--- src/rtl/apb_ram_wide.sv ---
// APB4 slave RAM with configurable width/depth, byte strobes, wait states and a
// read-only low region; errors (range, misalign, read-only) are reported on pslverr.
module apb_ram_wide #(
  parameter int DATA_W      = 32,
  parameter int DEPTH       = 16,
  parameter int WAIT_CYCLES = 0,
  parameter int RO_WORDS    = 0
) (
  input  logic                  pclk,
  input  logic                  preset,
  input  logic [31:0]           paddr,
  input  logic                  psel,
  input  logic                  penable,
  input  logic                  pwrite,
  input  logic [DATA_W-1:0]     pwdata,
  input  logic [DATA_W/8-1:0]   pstrb,
  output logic [DATA_W-1:0]     prdata,
  output logic                  pready,
  output logic                  pslverr
);

  localparam int BYTES = DATA_W / 8;
  localparam int BO    = (BYTES > 1) ? $clog2(BYTES) : 0;
  localparam int IDX_W = $clog2(DEPTH);
  localparam int CNT_W = (WAIT_CYCLES > 0) ? $clog2(WAIT_CYCLES + 1) : 1;

  localparam logic [31:0]      ALIGN_MASK = 32'(BYTES - 1);
  localparam logic [31:0]      DEPTH_32   = 32'(DEPTH);
  localparam logic [31:0]      RO_LAST    = 32'(RO_WORDS) - 32'd1;
  localparam logic [CNT_W-1:0] CNT_MAX    = CNT_W'(WAIT_CYCLES);

  typedef enum logic {S_IDLE, S_ACCESS} state_t;

  state_t                state_q, state_d;
  logic [CNT_W-1:0]      cnt_q, cnt_d;
  logic [DATA_W-1:0]     mem_q [DEPTH];
  logic [DATA_W-1:0]     mem_d [DEPTH];

  logic [31:0]           word_idx;
  logic [IDX_W-1:0]      idx;
  logic                  range_err;
  logic                  align_err;
  logic                  ro_err;
  logic                  any_err;
  logic                  wr_en;

  // Decode is on the full 32-bit address so high garbage bits still error out.
  assign word_idx  = paddr >> BO;
  assign idx       = word_idx[IDX_W-1:0];
  assign range_err = (word_idx >= DEPTH_32);
  assign align_err = ((paddr & ALIGN_MASK) != 32'd0);
  assign ro_err    = pwrite && (RO_WORDS > 0) && (word_idx <= RO_LAST);
  assign any_err   = range_err || align_err || ro_err;

  always_comb begin
    state_d = state_q;
    cnt_d   = cnt_q;
    pready  = 1'b0;
    pslverr = 1'b0;
    prdata  = '0;
    wr_en   = 1'b0;
    unique case (state_q)
      S_IDLE: begin
        if (psel && !penable) begin
          state_d = S_ACCESS;
          cnt_d   = '0;
        end
      end
      S_ACCESS: begin
        if (!psel) begin
          state_d = S_IDLE;
        end else if (penable) begin
          if (cnt_q != CNT_MAX) begin
            cnt_d = cnt_q + CNT_W'(1);
          end else begin
            pready  = 1'b1;
            state_d = S_IDLE;
            if (any_err) begin
              pslverr = 1'b1;
            end else if (pwrite) begin
              wr_en = 1'b1;
            end else begin
              prdata = mem_q[idx];
            end
          end
        end
      end
      default: state_d = S_IDLE;
    endcase
  end

  always_comb begin
    mem_d = mem_q;
    if (wr_en) begin
      for (int i = 0; i < BYTES; i++) begin
        if (pstrb[i]) mem_d[idx][8*i +: 8] = pwdata[8*i +: 8];
      end
    end
  end

  // Reset wins over a completing write and also clears the storage.
  always_ff @(posedge pclk) begin
    if (preset) begin
      state_q <= S_IDLE;
      cnt_q   <= '0;
      for (int w = 0; w < DEPTH; w++) mem_q[w] <= '0;
    end else begin
      state_q <= state_d;
      cnt_q   <= cnt_d;
      mem_q   <= mem_d;
    end
  end

endmodule

--- config.mk ---
export PLATFORM = sky130hd
export DESIGN_NAME = apb_ram_wide
export DESIGN_NICKNAME = d
export VERILOG_FILES = /design/src/rtl/apb_ram_wide.sv
export SDC_FILE = /design/constraint.sdc
export NUM_CORES = 1
export LEC_CHECK = 0
export CORE_MARGIN = 4
export CORE_UTILIZATION = 45
export CTS_BUF_LIST = sky130_fd_sc_hd__clkbuf_4 sky130_fd_sc_hd__clkbuf_8 sky130_fd_sc_hd__clkbuf_16
export CTS_CLUSTER_DIAMETER = 150
export DETAILED_ROUTE_END_ITERATION = 6
export GPL_ROUTABILITY_DRIVEN = 0
export MAX_ROUTING_LAYER = met4
export SYNTH_ARGS = -nofsm -noshare
export SYNTH_HDL_FRONTEND = slang
export SYNTH_SLANG_ARGS = --single-unit
--- constraint.sdc ---
create_clock -name pclk -period 1.85 [get_ports pclk]
set_input_delay 0.185 -clock pclk [delete_from_list [all_inputs] [get_ports pclk]]
set_output_delay 0.185 -clock pclk [all_outputs]
set_load 0.05 [all_outputs]
==> metrics.md <==
| Metric | Value |
|---|---|
| Final-report setup violation count | `221` |
| Final instance area | `32630 um^2` |
| Placed Instances | `3020` |
| Slew Limit Fails | `0` |
| Hold WC Path Type | `input pin to flop` |
| Setup ws final | `-487.2 ps` |
| Largest net degree at the start of global routing | `63` |
| Global route total overflow | `0` |
| Number of CTS-inserted buffers | `57` |
| H-tree depth | `2` |
| Ant. Diodes | `0` |
| Total Routed Length | `67.78 mm` |
| Critical Setup Path Class | `flop to primary output` |
| Tot GR Track Use | `0.2300` |
| Core Region | `55090 um^2` |
| Number of port buffers | `106` |
| Avg Cell Area, Syn | `11.73 um^2` |
| Initial Utilization | `0.4541` |
| Share of the synthesized area in the top cell type | `0.4105` |
| Fmax | `427.9 MHz` |
| Setup crit end kind | `primary output` |
| Fin crit share | `1.263` |
| Post-route ant nets | `0` |
| TNS Setup | `-18430 ps` |
| Syn nets | `2206` |
| Ys Warns | `0` |
| Clock sinks | `513` |
| Synth Register Bits | `513` |
| Status | `complete, but fails checks` |
| DR WL/cell | `21.43 um` |
| Nets | `2439` |
| Final Power | `24.82 mW` |
| Count of cell types in the netlist | `29` |
| Number of max-cap violations | `0` |
| Die area | `59430 um^2` |
| Detailed Place HPWL | `42.48 mm` |
| Die height | `243.8 um` |
| Failing checks | `setup timing` |
| Initial antenna violation count | `0` |
| CP peak stage delay | `500 ps` |
| Synth Flop Type | `dfxtp_1` |
| Critical Path, Cell by Cell | `mux4_2 -> nor2b_4 -> a211oi_4 -> buf_4 -> a211oi_4 -> buf_12` |
| IO Pins | `107` |
| Vias/cell | `5.352` |
| Clock Latency Late Sink | `600 ps` |
| DR iter-0 viols | `754` |
| DP Area | `29530 um^2` |
| Maximum fanout along the worst path | `2` |
| RSZ-0062 raised after global routing | `yes` |
| Fin crit period | `2337 ps` |
| Pre-CTS setup slack | `-812.9 ps` |
| Row count | `86` |
| CTS Buffer Depth | `3` |
| Pwr per Cell Area | `760.8 nW/um^2` |
| Startpoint Class | `flop` |
| Syn Std Cell Area | `25020 um^2` |
| Slowest CP cell | `mux4_2` |
| Slew HR | `0.5214` |
| DRC violations left | `0` |
| Top cells by instance count after synthesis | `nand2b_1, mux2i_1, dfxtp_1` |
| Syn-to-layout area delta | `30.45%` |
| Fin Clk Skew | `8.760 ps` |
| Post-synth EDFFs | `0` |
| WP data required | `1660 ps` |
| Pleak | `14.91 nW` |
| First-pass GRT wire length | `105.0 mm` |
| Clk root buf | `clkbuf_16` |
| Vias in the first global route | `17790` |
| DR pass1 iterations | `4` |
| Via count | `16930` |
| TritonCTS clock tree | `done` |
| Critical Path AT | `2150 ps` |
| Worst-path clk slew | `60 ps` |
| Die width | `243.8 um` |
| Finished Layout Cells | `3163` |
| Largest area contributor in the netlist | `dfxtp_1` |
| Worst VDD drop | `708.1 uV` |
| Mapped Cells | `2133` |
| Share of flip-flops with an asynchronous set or reset | `0` |
| Final Hold Vio Count | `0` |
| Top-count cell post-synth | `nand2b_1` |
| Crit-path most repeated cell | `a211oi_4` |
| Top cells by area, synth | `dfxtp_1, mux2i_1, nand2b_1, mux4_2, nand4_4` |
| Share of layout cells above drive strength 1 | `0.3035` |
| Seq/Total Area, Yosys | `0.4105` |
| Worst slew pin tran | `718.0 ps` |
## path summary, 6_finish.rpt
check | start | to | slack (ps) | depth (start not counted)
worst max-delay path | mem_q[387] | prdata[3] | -490 | 6
worst min-delay path | preset | mem_q[489] | 160 | 3
worst max register to register | state_q | mem_q[384] | -110 | 9
worst min register to register | mem_q[387] | mem_q[387] | 470 | 2
## state kept, by name (all words and copies together) (netlist names)
signal and count:
mem_q 512, state_q 1
## routing by layer
metal,wire (um),part of all wire,vias up,global-route usage
li1,-,-,8004,-
met1,31730,0.47,8567,0.3095
met2,32500,0.48,267,0.3720
met3,2157,0.032,90,0.02729
met4,1389,0.020,0,0.06008
met5,0,0,-,-
## metrics by stage
step | hold WS, ps | util
2_1_floorplan | 261.1 | -
3_3_place_gp | 454.6 | 0.5361
3_5_place_dp | 463.7 | 0.5361
4_1_cts | 110.0 | 0.5823
5_1_grt | 155.0 | 0.5923
6_report | 158.1 | 0.5923
## power by group
part / total, mW / leakage (nW) / switching (mW) / internal [mW]
logic: 1.67 / 9.75 / 0.905 / 0.768
clock network: 12.1 / 1.03 / 4.63 / 7.47
registers: 11.0 / 4.13 / 0.000721 / 11.0
total: 24.8 / 14.9 / 5.54 / 19.3
## area by class of cell
type | instances | area (um^2)
clock buffers | 89 | 1789
clock inverters | 19 | 256.5
fillers | 4497 | 22460
inverters | 1 | 3.754
multi-input cells | 1417 | 14820
flip-flops and latches | 513 | 10280
well taps | 748 | 935.9
repair buffers | 376 | 4546
## worst max-delay path: cells and delay by family, from the launching register on
kind                   cells  cell delay [ps]
buffers and inverters      2              340
DFF                        1              300
muxes                      1              500
and+or+nand+nor            1              160
AOI/OAI and AO/OA          2              250
## timing repair
action                                  CTS  global route
gates cloned                              6             1
endpoints found under the hold margin     0             0
endpoints found under the setup margin  496           479
gates resized for setup                 104           101
setup buffers                             9            20
hold buffers                              0             0
pin swaps                                53            28
## placed cells by master, fill, tap and decap left out, types with 5 or more instances in the layout
master           count
nand2b_1           548
mux2i_1            539
dfxtp_1            503
buf_4              174
mux4_2             128
buf_12             103
nand4_4             60
clkbuf_16           60
clkdlybuf4s50_1     39
a211oi_4            36
a211oi_2            23
buf_6               19
nor2b_4             18
clkbuf_4            16
clkbuf_8            14
nor2b_1             13
nor2_1              12
dfxtp_2             10
clkinv_2             9
dlygate4sd2_1        8
clkbuf_2             8
buf_8                8
buf_16               7
bufinv_16            6
nor4_4               5
and4_4               5
a211oi_1             5
mux2i_2              5
dlymetal6s2s_1       5
## logic make-up (layout without fill, tap and decap cells)
group	after synthesis	count (layout)	synth area share
AND/OR/NAND/NOR	680	680	0.2026
multiplexers	672	672	0.3329
flip-flops	513	513	0.4105
buffers and inverters	203	485	0.03451
AO/OA/AOI/OAI	65	65	0.01946
(Power assumes the default switching activity.)
